### src/rtl/alu_pkg.sv
// Shared ALU definitions: operand width, iteration counter width and the
// state encoding of the sequential shift-and-add multiplier.
//   WIDTH       operand width of the multiplier (fixed by adder_bit16)
//   CNT_W       iteration counter width, 2**CNT_W must exceed WIDTH
//   multState_t IDLE / RUN / DONE state encoding
package alu_pkg;

  localparam int WIDTH = 16;
  localparam int CNT_W = 5;

  typedef enum logic [1:0] {
    IDLE = 2'd0,
    RUN  = 2'd1,
    DONE = 2'd2
  } multState_t;

endpackage

### src/rtl/adder_bit16.sv
// 16-bit ripple-carry adder, purely combinational.
//   aIn, bIn  16-bit addends
//   crIn      carry in
//   sumOut    16-bit sum
//   crOut     carry out of bit 15
module adder_bit16 (
  input  logic [15:0] aIn,
  input  logic [15:0] bIn,
  input  logic        crIn,
  output logic [15:0] sumOut,
  output logic        crOut
);

  logic [16:0] carry;

  assign carry[0] = crIn;

  genvar gi;
  generate
    for (gi = 0; gi < 16; gi++) begin : gBit
      assign sumOut[gi]    = aIn[gi] ^ bIn[gi] ^ carry[gi];
      assign carry[gi + 1] = (aIn[gi] & bIn[gi]) | (carry[gi] & (aIn[gi] ^ bIn[gi]));
    end
  endgenerate

  assign crOut = carry[16];

endmodule

### src/rtl/mult_shift_add16.sv
// Sequential unsigned 16x16 -> 32-bit multiplier, radix-2 shift-and-add,
// one partial product per clock, valid/ready handshake on both sides.
//   clkIn        clock, all state on rising edge
//   rstNIn       asynchronous active-low reset
//   inValidIn    operands valid
//   inReadyOut   operands can be accepted (IDLE only)
//   aIn, bIn     multiplicand / multiplier, unsigned
//   outValidOut  prodOut valid (DONE)
//   outReadyIn   consumer accepts the product
//   prodOut      aIn*bIn, held until the next product is complete
//   busyOut      high in RUN and DONE
module mult_shift_add16
  import alu_pkg::*;
(
  input  logic        clkIn,
  input  logic        rstNIn,
  input  logic        inValidIn,
  output logic        inReadyOut,
  input  logic [15:0] aIn,
  input  logic [15:0] bIn,
  output logic        outValidOut,
  input  logic        outReadyIn,
  output logic [31:0] prodOut,
  output logic        busyOut
);

  multState_t               stateReg, stateNext;
  logic [CNT_W-1:0]         cntReg;
  logic [WIDTH-1:0]         mcandReg;
  // P[32:16] is the 17-bit accumulator (carry kept), P[15:0] the
  // multiplier bits still to be consumed.
  logic [2*WIDTH:0]         pReg;
  logic [2*WIDTH:0]         pNext;
  logic [2*WIDTH-1:0]       prodReg;
  logic [WIDTH:0]           accUpd;
  logic [WIDTH-1:0]         addSum;
  logic                     addCarry;
  logic                     accept;
  logic                     lastIter;

  adder_bit16 uAdd (
    .aIn    (pReg[2*WIDTH-1:WIDTH]),
    .bIn    (mcandReg),
    .crIn   (1'b0),
    .sumOut (addSum),
    .crOut  (addCarry)
  );

  // Add (when the current multiplier bit is 1) and shift happen as one
  // register update; the shift always clears P[32].
  always_comb begin
    accUpd = pReg[0] ? {addCarry, addSum} : pReg[2*WIDTH:WIDTH];
    pNext  = {accUpd, pReg[WIDTH-1:0]} >> 1;
  end

  always_ff @(posedge clkIn or negedge rstNIn) begin
    if (!rstNIn) stateReg <= IDLE;
    else         stateReg <= stateNext;
  end

  always_comb begin
    stateNext   = stateReg;
    inReadyOut  = 1'b0;
    outValidOut = 1'b0;
    busyOut     = 1'b0;
    accept      = 1'b0;
    lastIter    = 1'b0;
    case (stateReg)
      IDLE: begin
        inReadyOut = 1'b1;
        if (inValidIn) begin
          accept    = 1'b1;
          stateNext = RUN;
        end
      end
      RUN: begin
        busyOut = 1'b1;
        // Always the full WIDTH iterations, even for a zero multiplier.
        if (cntReg == CNT_W'(WIDTH - 1)) begin
          lastIter  = 1'b1;
          stateNext = DONE;
        end
      end
      DONE: begin
        busyOut     = 1'b1;
        outValidOut = 1'b1;
        if (outReadyIn) stateNext = IDLE;
      end
      default: stateNext = IDLE;
    endcase
  end

  // Operands are only sampled on an accepted handshake, so don't-care
  // values on aIn/bIn at other times never reach the datapath.
  always_ff @(posedge clkIn or negedge rstNIn) begin
    if (!rstNIn) begin
      cntReg   <= '0;
      mcandReg <= '0;
      pReg     <= '0;
      prodReg  <= '0;
    end else if (accept) begin
      cntReg   <= '0;
      mcandReg <= aIn;
      pReg     <= {{(WIDTH+1){1'b0}}, bIn};
    end else if (stateReg == RUN) begin
      cntReg <= cntReg + CNT_W'(1);
      pReg   <= pNext;
      // Separate result register keeps prodOut stable after the handshake
      // while the next operation reuses P.
      if (lastIter) prodReg <= pNext[2*WIDTH-1:0];
    end
  end

  assign prodOut = prodReg;

endmodule

### config.mk
export PLATFORM = sky130hd
export DESIGN_NAME = mult_shift_add16
export DESIGN_NICKNAME = d
export VERILOG_FILES = /design/src/rtl/alu_pkg.sv /design/src/rtl/adder_bit16.sv /design/src/rtl/mult_shift_add16.sv
export SDC_FILE = /design/constraint.sdc
export NUM_CORES = 1
export LEC_CHECK = 0
export BUFFER_PORTS_ARGS = -buffer_cell sky130_fd_sc_hd__clkbuf_2
export CAP_MARGIN = 30
export CORE_MARGIN = 2
export CORE_UTILIZATION = 45
export CTS_CLUSTER_SIZE = 30
export DETAILED_ROUTE_END_ITERATION = 16
export GPL_TIMING_DRIVEN = 0
export HOLD_SLACK_MARGIN = 0.08
export PLACE_DENSITY = 0.66
export SYNTH_ARGS = -nofsm -noshare
export SYNTH_HDL_FRONTEND = slang
export SYNTH_HIERARCHICAL = 1
export SYNTH_SLANG_ARGS = --single-unit
### constraint.sdc
create_clock -name clkIn -period 8.24 [get_ports clkIn]
set_input_delay 0.412 -clock clkIn [delete_from_list [all_inputs] [get_ports clkIn]]
set_output_delay 0.412 -clock clkIn [all_outputs]
set_load 0.01 [all_outputs]
==> results of run 1 <==
[metrics by stage]
step	setup WS [ns]	hold WS (ns)	total power, mW	utilization
6_report	1.10	0.242	1.55	0.537
3_3_place_gp	1.16	0.463	1.27	0.513
3_5_place_dp	1.07	0.400	1.30	0.516
2_1_floorplan	1.41	0.116	1.12	-
4_1_cts	1.05	0.232	1.58	0.537
5_1_grt	0.810	0.240	1.69	0.537
[logic make-up (layout without fill, tap and decap cells)]
kind of cell	Yosys count	after routing
simple gates	93	93
flops	87	87
xor+xnor	3	3
fa+ha+maj	22	22
compound gates	25	25
mux	76	76
buf+inv	43	131
other cells	1	1
[cell usage after synthesis]
cell | count | area share
and3_1 | 1 | 0.0015
nand2_1 | 66 | 0.059
and2_1 | 1 | 0.0015
dfrtp_1 | 87 | 0.52
and3_4 | 1 | 0.0027
xor2_1 | 2 | 0.0041
a222oi_1 | 1 | 0.0024
fa_1 | 16 | 0.076
buf_2 | 8 | 0.0095
nand2_2 | 1 | 0.0015
clkbuf_1 | 5 | 0.0044
inv_1 | 22 | 0.020
nand3_1 | 1 | 0.0012
inv_2 | 1 | 0.00089
mux2_4 | 23 | 0.082
buf_6 | 4 | 0.011
o21ai_1 | 16 | 0.019
mux2_1 | 13 | 0.035
nor2_1 | 20 | 0.018
mux2i_1 | 39 | 0.092
ha_1 | 6 | 0.018
conb_1 | 1 | 0.00089
nand2b_1 | 1 | 0.0015
a211oi_1 | 7 | 0.012
buf_4 | 3 | 0.0053
a21oi_1 | 1 | 0.0012
mux2_2 | 1 | 0.0027
nand4_1 | 1 | 0.0015
xnor2_1 | 1 | 0.0021
[final cells by class]
cell class / count / area (um^2)
fill: 828 / 4260
sequential: 87 / 2180
multi-input combinational: 220 / 1840
timing repair buffer: 72 / 390
tap: 111 / 139
clock buffer: 10 / 138
buffer: 20 / 126
inverter: 23 / 86.3
clock inverter: 6 / 45.0
[power by group through the flow]
stage                     Combinational, mW  Clock, mW  Sequential (mW)
final                                 0.619      0.275            0.659
after global routing                  0.710      0.304            0.678
after CTS                             0.633      0.283            0.660
after detailed placement              0.631          0            0.669
after global placement                0.604          0            0.663
after floorplan                       0.481          0            0.642
[worst paths after layout]
kind,end,depth (start not counted)
min in group asynchronous,prodOut[21],2
max,pReg[30],22
min,mcandReg[1],3
max in group asynchronous,pReg[15],3
max reg2reg,pReg[30],22
min reg2reg,mcandReg[15],2
[registers in the layout, summed over array words and instances, names as in the netlist]
name	cells
cntReg	5
stateReg	2
prodOut	32
pReg	32
mcandReg	16
[worst reg2reg max path: stages, from the launching register on]
cell and delay (ns):
dfrtp_1 0.41, fa_1 0.42, inv_1 0.08, fa_1 0.16
inv_1 0.05, fa_1 0.38, fa_1 0.39, fa_1 0.38
fa_1 0.39, fa_1 0.40, fa_1 0.39, fa_1 0.38
fa_1 0.39, fa_1 0.38, fa_1 0.38, fa_1 0.40
fa_1 0.41, fa_1 0.38, inv_1 0.08, fa_1 0.40
inv_1 0.06, mux2i_1 0.09, a211oi_1 0.25
[layer usage]
| metal | up-vias | part of all wire |
|---|---|---|
| met3 | 12 | 0.027 |
| met5 | - | 0 |
| met1 | 1354 | 0.49 |
| li1 | 1307 | - |
| met4 | 0 | 0.016 |
| met2 | 46 | 0.47 |
==> summary.md, run 1 <==
| Metric | Value |
|---|---|
| Status | finished clean |
| # clock sinks | 87 |
| Minimum period implied by the final worst setup slack | 7.14 ns |
| Cell repeated most along the worst path | fa_1 |
| Simple-Gate Fraction of Synth Area | 0.0876 |
| I/O Pins | 71 |
| Diodes inserted | 0 |
| Crit-path leading delay family | adder cells |
| Total global routing overflow | 0 |
| Die height | 101 um |
| Core area | 0.00920 mm^2 |
| Hold/Removal Path Class | input port to register |
| CTS Buffer Depth | 2 |
| Setup crit start | pReg[16] |
| Sw Share | 0.387 |
| Syn Area/Cell | 12.1 um^2 |
| TritonCTS clock tree | done |
| Sequential share of power | 0.424 |
| Most frequent cells in the layout | 87 x dfrtp_1, 69 x clkbuf_2, 66 x nand2_1, 39 x mux2i_1, 23 x mux2_4 |
| Dpl cells | 532 |
| Root Driver | clkbuf_8 |
| Share of layout cells above drive strength 1 | 0.295 |
| Fin. Hold Viols | 0 |
| Sequential share of the synthesized area | 0.515 |
| Leak pwr | 2.54 nW |
| Max Fanout on Critical Path | 3 |
| PD cells | 314 mW/mm^2 |
| Worst path slowest cell | dfrtp_1 |
| GPL Wtd Cong | 0.788 |
| Number of buffers created by CTS | 9 |
| Min-delay src | aIn[1] |
| Initial antenna violation count | 0 |
| Layout Cells excl Fill | 549 |
| Setup CP Type | register to register |
| Initial Util | 0.460 |
| # rows | 35 |
| Clock Power Share | 0.177 |
| Cell area after layout | 0.00494 mm^2 |
| Clock-pin slew on the worst setup and hold paths | 0.10 ns |
| Skew-Pair Late Insertion Delay | 0.35 ns |
| Cells after Synth | 350 |
| Final Skew | 0.0163 ns |
| Total GRT Usage | 0.171 |
| Mux share of post-synthesis cell area | 0.211 |
| Combinational fraction of design power | 0.399 |
| DRT iter0 DRCs | 72 |
| Most common cell after layout, fill and taps aside | dfrtp_1 |
| Post-route setup TNS | 0 ns |
| FF-to-FF Start | pReg[16] |
| Met2 usage | 0.271 |
| VDD IR max | 0.000125 V |
| Fin. max-slew vios | 0 |
| Total Wirelength | 8120 um |
| Largest net degree at the start of global routing | 62 |
| Number of global-route vias before repair | 2793 |
| Reg-to-reg slack, setup | 1.10 ns |
| Synth cell types | 29 |
| Placed cell areas | 0.00475 mm^2 |
| Synth Area in Compound Gates | 0.0349 |
| Slew headroom | 0.622 |
| PortBufs | 70 |
| Post-CTS Repair Setup Buffers | 0 |
| Post-Synth Adder-Cell Area | 0.0935 |
| Via density | 4.95 |
| Worst-margin pin slew | 0.567 ns |
| First-pass iteration count of the detailed router | 4 |
| Critical Path RT | 8.50 ns |
| Critical path cell sequence | fa_1 -> inv_1 -> fa_1 -> inv_1 -> fa_1 -> fa_1 -> fa_1 -> fa_1 -> fa_1 -> fa_1 -> fa_1 -> fa_1 -> fa_1 -> fa_1 -> fa_1 -> fa_1 -> fa_1 -> inv_1 -> fa_1 -> inv_1 -> mux2i_1 -> a211oi_1 |
| Largest family of logic cells by synthesized area | multiplexers |
| H-tree depth | 3 |
| GRT met1 Usage | 0.241 |
| Global-route wire length before repair | 13700 um |
| Die area | 0.0102 mm^2 |
| WP buf/inv | 4 |
| Synthesized flop and latch total | 87 |
| Routed vias | 2719 |
| Cell Area, Synth | 0.00423 mm^2 |
| DRT antenna net count | 0 |
| Crit start category | register |
| CTS resizes | 0 |
| Placed wire-length estimate | 5920 um |
| Largest stage delay, worst path | 0.41 ns |
| Fmax | 140 MHz |
| Area delta synth->final | 16.8% |
| Crit end category | register |
| Die X | 101 um |
| Post-synthesis xor/xnor area fraction | 0.00622 |
| RSZ-0062 raised after global routing | no |
| Layout Nets | 491 |
| Remaining routing DRC violations | 0 |
| Final setup violation count | 0 |
| Number of max-cap violations | 0 |
| Fin crit share | 0.866 |
| Hold_buf cts | 1 |
| Syn_nets | 408 |
| M3 GR Usage | 0.0277 |
| Int Pwr | 951 uW |
| GRT Max-Usage Layer | met2 |
| Crit path DAT | 7.39 ns |
| Synth warnings | 6 |
| WL per Instance | 14.8 um |
| Switching power total | 601 uW |
(Power assumes the default switching activity.)
==> inputs of run 2 (changes only) <==
--- a/config.mk
+++ b/config.mk
@@ -13,7 +13,7 @@
 export DETAILED_ROUTE_END_ITERATION = 16
 export GPL_TIMING_DRIVEN = 0
 export HOLD_SLACK_MARGIN = 0.08
-export PLACE_DENSITY = 0.66
+export PLACE_DENSITY = 0.69
 export SYNTH_ARGS = -nofsm -noshare
 export SYNTH_HDL_FRONTEND = slang
 export SYNTH_HIERARCHICAL = 1
==> constraint.sdc (replaced) <==
create_clock -name clkIn -period 5.99 [get_ports clkIn]
set_input_delay 0.2995 -clock clkIn [delete_from_list [all_inputs] [get_ports clkIn]]
set_output_delay 0.2995 -clock clkIn [all_outputs]
set_load 0.1 [all_outputs]
==> run 2 against run 1 <==
Compared with the run above:
- the run now ends with setup timing left
- global-route usage decreased by 0.15 points
- via count unchanged
- clock skew decreased by 0.0050 ns
- sequential power increased by 38%
- critical path depth unchanged
- worst hold slack got worse by 0.11 ns
- first-iteration DRC count increased by 24%
- critical endpoint unchanged
==> summary.md, run 2 (synthesis results as in run 1) <==
| Metric | Value |
|---|---|
| Status | complete, but fails checks |
| Failing checks | setup timing |
| Core area | 0.00920 mm^2 |
| Minimum period implied by the final worst setup slack | 6.53 ns |
| Diodes inserted | 0 |
| Total GRT Usage | 0.170 |
| WP buf/inv | 4 |
| Die area | 0.0102 mm^2 |
| Worst path slowest cell | dfrtp_1 |
| Placed wire-length estimate | 5880 um |
| Post-CTS Repair Setup Buffers | 0 |
| Largest stage delay, worst path | 0.44 ns |
| Critical Path RT | 6.25 ns |
| Crit path DAT | 6.79 ns |
| Largest net degree at the start of global routing | 65 |
| Hold/Removal Path Class | input port to register |
| Min-Delay Endpoint | mcandReg[2] |
| Clock-pin slew on the worst setup and hold paths | 0.09 ns |
| PortBufs | 70 |
| First-pass iteration count of the detailed router | 4 |
| Reg-to-reg slack, setup | -0.54 ns |
| FF-to-FF Start | mcandReg[0] |
| Fmax | 153 MHz |
| Fin. max-slew vios | 0 |
| Cell area after layout | 0.00505 mm^2 |
| Crit start category | register |
| Skew-Pair Late Insertion Delay | 0.35 ns |
| Routed vias | 2719 |
| Initial Util | 0.460 |
| I/O Pins | 71 |
| Worst R2R Path Depth | 22 |
| Crit-path leading delay family | adder cells |
| H-tree depth | 3 |
| # clock sinks | 87 |
| CTS Buffer Depth | 2 |
| VDD IR max | 0.000231 V |
| Total Wirelength | 7930 um |
| # rows | 35 |
| Global-route wire length before repair | 13500 um |
| Root Driver | clkbuf_8 |
| Number of global-route vias before repair | 2740 |
| Cell repeated most along the worst path | fa_2 |
| Number of buffers created by CTS | 9 |
| Die height | 101 um |
| Fin. Hold Viols | 0 |
| DRT iter0 DRCs | 89 |
| Hold slack final | 0.131 ns |
| Max Fanout on Critical Path | 2 |
| Most common cell after layout, fill and taps aside | dfrtp_1 |
| Total global routing overflow | 0 |
| Leak pwr | 2.55 nW |
| Final Skew | 0.0114 ns |
| Hold Crit Depth | 3 |
| Via density | 4.95 |
| RSZ-0062 raised after global routing | yes |
| Critical path cell sequence | fa_2 -> inv_2 -> fa_2 -> inv_2 -> fa_2 -> fa_2 -> fa_2 -> fa_2 -> fa_2 -> fa_2 -> fa_2 -> fa_2 -> fa_2 -> fa_2 -> fa_2 -> fa_2 -> fa_2 -> inv_2 -> fa_1 -> inv_1 -> mux2i_2 -> a211oi_1 |
| Area delta synth->final | 19.5% |
| TritonCTS clock tree | done |
| Most frequent cells in the layout | 87 x dfrtp_1, 69 x clkbuf_2, 66 x nand2_1, 38 x mux2i_1, 23 x mux2_4 |
| Initial antenna violation count | 0 |
| GPL Wtd Cong | 0.826 |
| Slew headroom | 0.627 |
| Final WS setup | -0.537 ns |
| Crit end category | register |
| DRT antenna net count | 0 |
| Fin crit share | 1.09 |
| WL per Instance | 14.4 um |
| Dpl cells | 532 |
| Layout Cells excl Fill | 549 |
| PD cells | 480 mW/mm^2 |
| Power, Total | 2.42 mW |
| Worst-margin pin slew | 0.562 ns |
| Layout Nets | 491 |
| Final setup violation count | 6 |
| Post-route setup TNS | -1.66 ns |
| RR Endpoint | pReg[30] |
| Remaining routing DRC violations | 0 |
| Die X | 101 um |
| Placed cell areas | 0.00478 mm^2 |
| Stages on the worst setup path | 22 |
| Share of layout cells above drive strength 1 | 0.338 |
| Setup CP Type | register to register |
| Number of max-cap violations | 0 |
| Min-delay src | aIn[2] |
run 2: worst max path at each step:
stage,start,to,slack [ns]
after floorplan,pReg[16],pReg[30],-0.29
after global placement,pReg[16],pReg[30],-0.45
after detailed placement,pReg[16],pReg[30],-0.51
after CTS,mcandReg[0],pReg[30],-0.52
after global routing,mcandReg[0],pReg[30],-0.75
final,mcandReg[0],pReg[30],-0.54
run 2: layout make-up:
type | count | area [um^2]
Fill cell | 781 | 4150
Sequential cell | 87 | 2180
Multi-Input combinational cell | 220 | 1880
Timing Repair Buffer | 72 | 390
Tap cell | 111 | 139
Clock buffer | 10 | 138
Buffer | 20 | 126
Clock inverter | 6 | 115
Inverter | 23 | 86.3
run 2: per-layer routing:
layer | track usage | wire, um | up-vias
met2 | 0.263 | 3720 | 50
met1 | 0.244 | 3850 | 1349
li1 | - | - | 1316
met3 | 0.0361 | 307 | 4
met5 | 0 | 0 | -
met4 | 0.0457 | 51 | 0
run 2: power breakdown:
group	total (mW)	internal [mW]	switching (mW)	leakage, nW
Combinational	1.01	0.403	0.603	1.32
Clock	0.506	0.292	0.215	0.124
Sequential	0.911	0.761	0.150	1.11
Total	2.42	1.46	0.967	2.55
run 2: tightest hold or removal path: cells and delay by family:
kind	cells	cell delay (ns)
simple gates	2	0.08
buf+inv	1	0.07
run 2: through the flow:
step	setup WS, ns	util
finish	-0.537	0.549
global route	-0.754	0.549
CTS	-0.523	0.549
detailed placement	-0.511	0.520
global placement	-0.452	0.517
floorplan	-0.285	-
run 2: what timing repair did:
action / in CTS / in global routing
hold endpoints to repair: 23 / 0
pin swaps: 0 / 1
gates resized for setup: 1 / 2
setup endpoints to repair: 6 / 7
cloned: 0 / 0
hold buffers: 1 / 0
